[config.mk]
export PLATFORM = sky130hd
export DESIGN_NAME = i2c_target_rsp
export DESIGN_NICKNAME = d
export VERILOG_FILES = /design/src/rtl/i2c_enum_type.sv /design/src/rtl/i2c_sync_edge.sv /design/src/rtl/i2c_target_rsp.sv
export SDC_FILE = /design/constraint.sdc
export NUM_CORES = 1
export LEC_CHECK = 0
export ABC_AREA = 1
export BUFFER_PORTS_ARGS = -buffer_cell sky130_fd_sc_hd__buf_2
export CORE_UTILIZATION = 56
export DETAILED_ROUTE_END_ITERATION = 7
export PLACE_DENSITY = 0.77
export RECOVER_POWER = 100
export SYNTH_ARGS = -nofsm -noshare
export SYNTH_HDL_FRONTEND = slang
export SYNTH_SLANG_ARGS = --single-unit
[constraint.sdc]
create_clock -name clk_i -period 4 [get_ports clk_i]
set_input_delay 0.8 -clock clk_i [delete_from_list [all_inputs] [get_ports clk_i]]
set_output_delay 0.8 -clock clk_i [all_outputs]
set_load 0.1 [all_outputs]
[src/rtl/i2c_enum_type.sv]
// Shared I2C target types: FSM states, bus-condition codes and default widths.
package i2c_enum_type;

    localparam int unsigned DEF_ADDR_WIDTH = 7;
    localparam int unsigned DEF_DATA_WIDTH = 8;

    typedef enum logic [3:0] {
        ST_IDLE     = 4'd0,
        ST_ADDR     = 4'd1,
        ST_ADDR_ACK = 4'd2,
        ST_WR_DATA  = 4'd3,
        ST_WR_ACK   = 4'd4,
        ST_RD_LOAD  = 4'd5,
        ST_RD_DATA  = 4'd6,
        ST_RD_ACK   = 4'd7,
        ST_IGNORE   = 4'd8
    } state_e;

    typedef enum logic [1:0] {
        DET_NONE  = 2'd0,
        DET_START = 2'd1,
        DET_STOP  = 2'd2
    } det_e;

    // SCL must already have been high the cycle before, so an SDA edge that
    // coincides with SCL rising (e.g. stretch release) is never a bus condition.
    function automatic det_e detect_cond(input logic scl_lvl, input logic scl_rise,
                                         input logic sda_rise, input logic sda_fall);
        det_e det;
        det = DET_NONE;
        if (scl_lvl && !scl_rise) begin
            if (sda_fall) begin
                det = DET_START;
            end else if (sda_rise) begin
                det = DET_STOP;
            end
        end
        return det;
    endfunction

endpackage

[src/rtl/i2c_sync_edge.sv]
// Two-flop synchronizer for one asynchronous bus line, with rise/fall detect.
module i2c_sync_edge (
    input  logic clk_i,
    input  logic rst_i,
    input  logic async_i,
    output logic level_o,
    output logic rise_c_o,
    output logic fall_c_o
);

    logic meta_q;
    logic sync_q;
    logic prev_q;

    always_ff @(posedge clk_i) begin
        if (rst_i) begin
            meta_q <= 1'b1;
            sync_q <= 1'b1;
            prev_q <= 1'b1;
        end else begin
            meta_q <= async_i;
            sync_q <= meta_q;
            prev_q <= sync_q;
        end
    end

    assign level_o  = sync_q;
    assign rise_c_o = sync_q & ~prev_q;
    assign fall_c_o = ~sync_q & prev_q;

endmodule

[src/rtl/i2c_target_rsp.sv]
// I2C target: address match, write receive, read transmit with clock stretching.
module i2c_target_rsp
    import i2c_enum_type::*;
#(
    parameter int unsigned                 I2C_ADDR_WIDTH = DEF_ADDR_WIDTH,
    parameter int unsigned                 I2C_DATA_WIDTH = DEF_DATA_WIDTH,
    parameter logic [I2C_ADDR_WIDTH-1:0]   TARGET_ADDR    = I2C_ADDR_WIDTH'(7'h22)
) (
    input  logic                      clk_i,
    input  logic                      rst_i,
    input  logic                      scl_i,
    input  logic                      sda_i,
    output logic                      scl_o,
    output logic                      sda_o,
    output logic [I2C_DATA_WIDTH-1:0] rx_data_o,
    output logic                      rx_valid_o,
    output logic                      tx_req_o,
    input  logic [I2C_DATA_WIDTH-1:0] tx_data_i,
    input  logic                      tx_valid_i,
    output logic                      start_o,
    output logic                      stop_o,
    output logic                      rw_o,
    output logic                      busy_o
);

    localparam int unsigned AW    = I2C_ADDR_WIDTH;
    localparam int unsigned DW    = I2C_DATA_WIDTH;
    localparam int unsigned MAXW  = (AW > DW) ? AW : DW;
    localparam int unsigned CNT_W = $clog2(MAXW + 1);

    logic scl_lvl, scl_rise, scl_fall;
    logic sda_lvl, sda_rise, sda_fall;
    det_e det;

    i2c_sync_edge u_scl_sync (
        .clk_i    (clk_i),
        .rst_i    (rst_i),
        .async_i  (scl_i),
        .level_o  (scl_lvl),
        .rise_c_o (scl_rise),
        .fall_c_o (scl_fall)
    );

    i2c_sync_edge u_sda_sync (
        .clk_i    (clk_i),
        .rst_i    (rst_i),
        .async_i  (sda_i),
        .level_o  (sda_lvl),
        .rise_c_o (sda_rise),
        .fall_c_o (sda_fall)
    );

    assign det = detect_cond(scl_lvl, scl_rise, sda_rise, sda_fall);

    state_e           state_q;
    logic [CNT_W-1:0] cnt_q;
    logic [AW-1:0]    addr_q;
    logic [DW-1:0]    shreg_q;
    logic [DW-1:0]    rx_data_q;
    logic             flag_q;
    logic             scl_q, sda_q;
    logic             rx_valid_q, tx_req_q, start_q, stop_q, rw_q, busy_q;

    // flag_q: in the ACK states it marks "ACK currently driven"; in RD_ACK it
    // records that the controller ACKed, so the reload waits for SCL low.
    always_ff @(posedge clk_i) begin
        if (rst_i) begin
            state_q    <= ST_IDLE;
            cnt_q      <= '0;
            addr_q     <= '0;
            shreg_q    <= '0;
            rx_data_q  <= '0;
            flag_q     <= 1'b0;
            scl_q      <= 1'b1;
            sda_q      <= 1'b1;
            rx_valid_q <= 1'b0;
            tx_req_q   <= 1'b0;
            start_q    <= 1'b0;
            stop_q     <= 1'b0;
            rw_q       <= 1'b0;
            busy_q     <= 1'b0;
        end else begin
            rx_valid_q <= 1'b0;
            tx_req_q   <= 1'b0;
            start_q    <= 1'b0;
            stop_q     <= 1'b0;
            if (det == DET_START) begin
                state_q <= ST_ADDR;
                cnt_q   <= '0;
                flag_q  <= 1'b0;
                start_q <= 1'b1;
                scl_q   <= 1'b1;
                sda_q   <= 1'b1;
            end else if (det == DET_STOP) begin
                state_q <= ST_IDLE;
                flag_q  <= 1'b0;
                stop_q  <= 1'b1;
                scl_q   <= 1'b1;
                sda_q   <= 1'b1;
                busy_q  <= 1'b0;
            end else begin
                unique case (state_q)
                    ST_IDLE: begin
                    end
                    ST_ADDR: begin
                        if (scl_rise) begin
                            if (cnt_q == CNT_W'(AW)) begin
                                if (addr_q == TARGET_ADDR) begin
                                    rw_q    <= sda_lvl;
                                    busy_q  <= 1'b1;
                                    flag_q  <= 1'b0;
                                    state_q <= ST_ADDR_ACK;
                                end else begin
                                    busy_q  <= 1'b0;
                                    state_q <= ST_IGNORE;
                                end
                            end else begin
                                addr_q <= {addr_q[AW-2:0], sda_lvl};
                                cnt_q  <= cnt_q + CNT_W'(1);
                            end
                        end
                    end
                    ST_ADDR_ACK, ST_WR_ACK: begin
                        if (scl_fall) begin
                            if (!flag_q) begin
                                sda_q  <= 1'b0;
                                flag_q <= 1'b1;
                            end else begin
                                sda_q  <= 1'b1;
                                flag_q <= 1'b0;
                                cnt_q  <= '0;
                                if (state_q == ST_WR_ACK || !rw_q) begin
                                    state_q <= ST_WR_DATA;
                                end else begin
                                    state_q  <= ST_RD_LOAD;
                                    tx_req_q <= 1'b1;
                                end
                            end
                        end
                    end
                    ST_WR_DATA: begin
                        if (scl_rise) begin
                            shreg_q <= {shreg_q[DW-2:0], sda_lvl};
                            if (cnt_q == CNT_W'(DW - 1)) begin
                                rx_data_q  <= {shreg_q[DW-2:0], sda_lvl};
                                rx_valid_q <= 1'b1;
                                flag_q     <= 1'b0;
                                cnt_q      <= '0;
                                state_q    <= ST_WR_ACK;
                            end else begin
                                cnt_q <= cnt_q + CNT_W'(1);
                            end
                        end
                    end
                    ST_RD_LOAD: begin
                        if (tx_valid_i) begin
                            shreg_q <= {tx_data_i[DW-2:0], 1'b0};
                            sda_q   <= tx_data_i[DW-1];
                            scl_q   <= 1'b1;
                            cnt_q   <= CNT_W'(1);
                            state_q <= ST_RD_DATA;
                        end else begin
                            scl_q <= 1'b0;
                        end
                    end
                    ST_RD_DATA: begin
                        if (scl_fall) begin
                            if (cnt_q == CNT_W'(DW)) begin
                                sda_q   <= 1'b1;
                                flag_q  <= 1'b0;
                                state_q <= ST_RD_ACK;
                            end else begin
                                sda_q   <= shreg_q[DW-1];
                                shreg_q <= {shreg_q[DW-2:0], 1'b0};
                                cnt_q   <= cnt_q + CNT_W'(1);
                            end
                        end
                    end
                    ST_RD_ACK: begin
                        if (scl_rise) begin
                            if (!sda_lvl) begin
                                flag_q <= 1'b1;
                            end else begin
                                state_q <= ST_IGNORE;
                            end
                        end else if (scl_fall && flag_q) begin
                            flag_q   <= 1'b0;
                            tx_req_q <= 1'b1;
                            state_q  <= ST_RD_LOAD;
                        end
                    end
                    ST_IGNORE: begin
                        scl_q <= 1'b1;
                        sda_q <= 1'b1;
                    end
                    default: begin
                        state_q <= ST_IDLE;
                    end
                endcase
            end
        end
    end

    assign scl_o      = scl_q;
    assign sda_o      = sda_q;
    assign rx_data_o  = rx_data_q;
    assign rx_valid_o = rx_valid_q;
    assign tx_req_o   = tx_req_q;
    assign start_o    = start_q;
    assign stop_o     = stop_q;
    assign rw_o       = rw_q;
    assign busy_o     = busy_q;

endmodule

# ---- Word-level counts from Yosys, hierarchy flattened
# Index checks and enable logic that the tools add are counted.
# Widths: inputs -> output; s select.
dict set report classes {
  n_eq_ne 40
  reduce_logical 29
  n_bitwise 14
  n_addsub 1
  n_mux 70
}
# op n
set ops {}
lappend ops {{$mux 4} 22}
lappend ops {{$ne 4x4->1 const B} 9}
lappend ops {{$mux 1} 33}
lappend ops {{$mux 8} 4}
lappend ops {{$pmux 4 s7} 1}
lappend ops {{$ne 2x2->1 const B} 12}
lappend ops {{$pmux 8 s3} 1}
lappend ops {{$reduce_and 12->1} 2}
lappend ops {{$eq 4x3->1 const B} 5}
lappend ops {{$pmux 4 s5} 1}
lappend ops {{$reduce_and 11->1} 1}
lappend ops {{$not 1->1} 10}
lappend ops {{$reduce_and 10->1} 1}
lappend ops {{$reduce_and 5->1} 2}
lappend ops {{$reduce_bool 5->1} 2}
lappend ops {{$eq 4x2->1 const B} 2}
lappend ops {{$eq 4x4->1 const B} 2}
lappend ops {{$reduce_and 4->1} 2}
lappend ops {{$reduce_bool 2->1} 4}
lappend ops {{$eq 7x6->1 const B} 1}
lappend ops {{$reduce_and 7->1} 1}
lappend ops {{$mux 2} 3}
lappend ops {{$ne 3x3->1 const B} 2}
lappend ops {{$reduce_and 6->1} 1}
lappend ops {{other kinds (22)} 30}
dict set report totals {
  out_inout_bits 16
  wordCells 175
  in_bits 13
  register_bits 46
}

# ---- Longest topological paths before layout
dict set report depth {
  ltp_word 8
  depth_mapped 15
  mapped_depth_nobuf 15
}

# ---- Hierarchy
# From an unflattened synthesis, not the netlist that was laid out.
dict set report unflattened {
  cells_unflattened 378
  hier_area_um2 2486.1
}
# mod cells_per_inst area_each_um2 seq_area_each_um2 instances
set by_module_without_submodules {}
lappend by_module_without_submodules {i2c_target_rsp 352 2290.9 800.8 1}
lappend by_module_without_submodules {i2c_sync_edge 13 97.6 60.1 2}

# ---- Worst setup path after synthesis
# No wires, ideal clock.
dict set report synth_timing {
  path_type {register to register}
  startpoint {reg u_sda_sync.sync_q (netlist: u_sda_sync.level_o)}
  endpoint {reg addr_q[1]}
  period_less_slack_ps 1934
  path_stages_with_launch 12
  t_arrival_ps 1865
  setup_slack_ps 2066
  setup_time_ps 70
  required_time_ps 3930
  n_path_buf 0
  path_cell_list {dfxtp_1 inv_1 nor3_1 inv_1 ha_1 nor2_1 inv_1 nor2_1 nand3_1 inv_2 o21ai_0 a21oi_1}
}
dict set report synth_between {
  elab_chain_len 7
  word_cells_on_any_way 11
  classes_between {eq/ne: 2; mux: 3; bitwise: 5; reduce/logical: 1}
}
# item line
set synth_rtl {}
lappend synth_rtl {{start, declared} i2c_sync_edge.sv:12} ;# logic sync_q;
lappend synth_rtl {{start signal, assigned} i2c_sync_edge.sv:22} ;# sync_q <= meta_q;
lappend synth_rtl {{$and 1x1->1 or $not 1->1 (tied branches)} {i2c_sync_edge.sv:28, i2c_sync_edge.sv:29}}
lappend synth_rtl {{$mux 2 or $and 1x1->1 (tied branches)} {i2c_enum_type.sv:34, i2c_sync_edge.sv:29}}
lappend synth_rtl {{$mux 2 (*)} i2c_enum_type.sv:32} ;# if (sda_fall) begin
lappend synth_rtl {{$mux 2 (*)} i2c_enum_type.sv:31} ;# if (scl_lvl && !scl_rise) begin
lappend synth_rtl {{$eq 2x1->1 or $eq 2x2->1 (tied branches)} {i2c_target_rsp.sv:87, i2c_target_rsp.sv:94}}
lappend synth_rtl {{$not 1->1 (no source line)} -}
lappend synth_rtl {{$reduce_and 5->1 (no source line) (*)} -}
lappend synth_rtl {{end signal, assigned} i2c_target_rsp.sv:118} ;# addr_q <= {addr_q[AW-2:0], sda_lvl};
lappend synth_rtl {{end, declared} i2c_target_rsp.sv:57} ;# logic [AW-1:0] addr_q;
# Mark *: on every way between the ends. The rest lies on a longest branch, timed or not.
# A chain may end at the register's enable or synchronous reset.

# ---- Worst setup path after layout
dict set report layout_timing {
  startpoint {reg state_q[0]}
  endpoint {reg shreg_q[0]}
}
dict set report layout_between {
  elab_chain_len 3
  word_cells_on_any_way 10
  classes_between {eq/ne: 7; mux: 1; reduce/logical: 2}
}
# item line
set layout_rtl {}
lappend layout_rtl {{start, declared} i2c_target_rsp.sv:55} ;# state_e state_q;
lappend layout_rtl {{start signal, assigned} i2c_target_rsp.sv:68} ;# state_q <= ST_IDLE;
lappend layout_rtl {{start signal, assigned} i2c_target_rsp.sv:88} ;# state_q <= ST_ADDR;
lappend layout_rtl {{start signal, assigned} i2c_target_rsp.sv:95} ;# state_q <= ST_IDLE;
lappend layout_rtl {{$eq 4x3->1 or $eq 4x2->1 (tied branches)} i2c_target_rsp.sv:102} ;# unique case (state_q)
lappend layout_rtl {{$ne 2x2->1 (no source line) or $reduce_bool 3->1 (tied branches)} -}
lappend layout_rtl {{$reduce_and 7->1 (no source line)} -}
lappend layout_rtl {{end signal, assigned} i2c_target_rsp.sv:143} ;# shreg_q <= {shreg_q[DW-2:0], sda_lvl};
lappend layout_rtl {{end signal, assigned} i2c_target_rsp.sv:157} ;# shreg_q <= {tx_data_i[DW-2:0], 1'b0};
lappend layout_rtl {{end signal, assigned} i2c_target_rsp.sv:174} ;# shreg_q <= {shreg_q[DW-2:0], 1'b0};
lappend layout_rtl {{end, declared} i2c_target_rsp.sv:58} ;# logic [DW-1:0] shreg_q;
# Several ways; a longest one is shown, not always the timed one.

==> metrics.md <==
| Metric | Value |
|---|---|
| Post-Syn Area | approximately 2400 sq um |
| Most frequent cell after synthesis | nand2_1 |
| Number of synthesized flops with an enable pin | 0 |
| Power Total | 1.67 mW |
| # resized after CTS | 0 |
| DRC viols | 0 |
| Leakage power | 1.23 nW |
| Psw | 738 uW |
| Yosys warns | 0 |
| Sink Count | 46 |
| Max Root-Sink Buffers | 2 |
| Status | complete, no violations |
| Part of the power in registers | 33.5% |
| Max VDD drop | 407 uV |
| GRT Overall Usage | between 20% and 30% |
| Post-CTS setup buffers | 0 |
| Yosys cell types | 27 |
| XOR/XNOR share of the synthesized area | 0.733% |
| Clk pwr share | between 10% and 20% |
| Number of antenna diodes | 0 |
| Critical path's slowest cell | nor2_1 |
| RSZ-0062 raised after global routing | no |
| Net Count, Synth | around 380 |
| Top FF cell, synth | dfxtp_1 |
| Final number of setup-violating endpoints | 0 |
| Worst Hold Class | register to register |
| Switching Share | 44.3% |
| CTS tree | built |
| Synth top area share | a little under 40% |
| WP data required | between 4000 and 5000 ps |
| Average size of a mapped cell | roughly 6.6 sq um |
| Fraction of registers with async set/reset | 0% |
| Port bufs | 28 |
| Initial antenna violation count | 0 |
| HPWL Detailed | around 4300 microns |
| Vias in the first global route | about 2000 |
| Sequential share of the synthesized area | 38.5% |
| Core Region | a little over 4000 sq um |
| Maxcap violations | 0 |
| Die height | ~67 microns |
| Final critical-path share of the clock period | about two thirds |
| Simple-Gate Fraction of Synth Area | between 30% and 40% |
| Die ar. | ~4500 sq um |
| H-tree levels | 2 |
| Setup Skew | around 12 ps |
| Mapped Cells | 360 |
| Layout cells sized above 1 | approximately a tenth |
| Leading area contributor after synthesis | dfxtp_1 |
| CTS Buf Count | 5 |
| Final Max Slew Viols | 0 |
| Total area of sequential cells | 921 sq um |
| Part of the power in combinational logic | a little under half |
| WS Path Type | register to register |
| Drt total wl | between 5000 and 6000 microns |
| Crit end category | register |
| First-pass GRT wire length | ~9100 microns |
| Synth area leaders | dfxtp_1 (39%), nand2_1 (11%), nor2_1 (11%), inv_1 (6.8%), o21ai_0 (5.7%) |
| Initial Utilization | 58.9% |
| Worst-path clk slew | roughly 90 ps |
| Fill count | roughly 400 |
| Multi-input gate area | between 1000 and 1500 sq um |
| Post-CTS Hold Buffers | 0 |
| Iteration-0 DRC Markers | 108 |
| Startpoint Class | register |
| Slowest stage delay, CP | between 900 and 1000 ps |
| Routability Congestion | 1.02 |
| Final Hold Vio Count | 0 |
| Die Wd | 67.3 microns |
| Post-synthesis mux area share | 0% |
| Slew headroom | 18.1% |
| Fin cells | 440 |
| Clk Latency, worst-skew pair | 290 ps |
| Adder-cell share of the synthesized area | about 2.1% |
| I/O pin count | 29 |
| WP data arrival | roughly 2900 ps |
| CP max FO | 20 |
| GRT overflow | 0 |
| Pwr/cell area | between 600 and 700 nW/um^2 |
| Drt via density | between 5 and 6 |
| Wire per inst | 12.8 microns |
| Yosys reg bits | 46 |
| Compound-cell area share of the yosys netlist | about 13% |
| Via Count | roughly 2300 |
| Iteration count of the initial detailed-routing pass | 4 |
| Root Buffer | clkbuf_8 |
| Min Tclk post-route | approximately 2700 ps |
| Largest net degree at the start of global routing | 21 |
| Worst-margin pin slew | about 1200 ps |
| Setup TNS | 0 ps |
| Worst-path cell chain | nand2_1 > nor2_1 > inv_1 > nand2_1 > nor2_1 > nor2_1 > nand2_1 > o21ai_0 > a21oi_1 |
| Power Internal | roughly 930 uW |
| Area Overhead vs Synth | 9.58% |
| Top cells by count, synth | nand2_1 (73), nor2_1 (69), dfxtp_1 (46), inv_1 (43), o21ai_0 (27) |
| Achievable Freq | 372 MHz |
| Dpl cells | 432 |
| Largest family of logic cells by synthesized area | simple AND/OR/NAND/NOR gates |
| Net count, final | 406 |
| FP Rows | 23 |
| Antenna viol nets, final | 0 |
-- registers in the layout, indices dropped and copies added, names as in the netlist, 4 cells and up --
name       cells
rx_data_o      8
shreg_q        8
addr_q         7
cnt_q          4
state_q        4
-- kinds of logic after synthesis --
kind of cell             Yosys count
AND/OR/NAND/NOR                  196
AO/OA/AOI/OAI                     59
buffers and inverters             53
flip-flops                        46
adder cells (fa/ha/maj)            4
XOR/XNOR                           2
-- worst paths after layout --
path,from,end,slack (ps),cells after the start
setup / recovery,state_q[0]$_SDFFE_PP0P_,shreg_q[0]$_SDFFE_PP0P_,1310,9
hold / removal,u_scl_sync.meta_q$_SDFF_PP1_,u_scl_sync.level_o$_SDFF_PP1_,440,1
setup reg to reg,state_q[0]$_SDFFE_PP0P_,shreg_q[0]$_SDFFE_PP0P_,1310,9
hold reg to reg,u_scl_sync.meta_q$_SDFF_PP1_,u_scl_sync.level_o$_SDFF_PP1_,440,1
-- worst max-delay path: cells and delay by family (launching register included) --
family	cells	cell delay, ps
AOI/OAI and AO/OA	2	310
buffers and inverters	1	150
DFF	1	420
and+or+nand+nor	6	1670
-- cells in the final DEF, fill, tap and decap left out --
master / instances
buf_2: 11
a211oi_1: 9
nand3b_1: 2
inv_4: 1
inv_1: 44
clkinv_4: 1
nand2_2: 3
ha_1: 4
clkbuf_1: 17
nor2_2: 4
xor2_1: 1
a21oi_1: 19
nor2_4: 1
nor2_1: 72
and2_4: 1
nand2_1: 73
nand2_4: 2
nor4_1: 1
nor3_1: 5
nand4_1: 3
dfxtp_1: 46
or2_2: 4
nand3_1: 25
o21ai_0: 30
o211ai_1: 1
xnor2_1: 1
inv_2: 2
clkbuf_8: 7
-- layer usage --
metal	part of all wire, %	vias to the layer above	track usage, %
li1	-	1209	-
met1	47	1045	36.4
met2	47	56	44.8
met3	5.0	4	3.55
met4	0.98	0	7.45
met5	0	-	0
-- final cells by class --
cell class | count | share of cell area, %
multi-input cells | 261 | 47.1
flip-flops and latches | 46 | 35.1
inverters | 47 | 6.83
repair buffers | 28 | 4.54
clock buffers | 7 | 3.68
well taps | 50 | 2.39
clock inverters | 1 | 0.334
-- power groups by stage --
| stage | logic (mW) | registers [mW] | clock network (mW) |
|---|---|---|---|
| 4_1_cts | 0.802 | 0.557 | 0.321 |
| 2_1_floorplan | 0.616 | 0.598 | 0 |
| 3_5_place_dp | 0.799 | 0.568 | 0 |
| 3_3_place_gp | 0.799 | 0.567 | 0 |
| 6_report | 0.797 | 0.559 | 0.311 |
| 5_1_grt | 0.924 | 0.563 | 0.338 |
-- through the flow --
stage | area (sq um) | hold slack, ps | setup WS (ps) | util [%]
global route | 2620 | 465 | 867 | 64.6
CTS | 2650 | 440 | 1430 | 65.4
floorplan | 2390 | 389 | 2070 | -
finish | 2620 | 436 | 1310 | 64.6
global placement | 2550 | 413 | 1590 | 62.8
detailed placement | 2550 | 418 | 1450 | 62.8
Note: power is estimated with default switching activity, not from simulation.
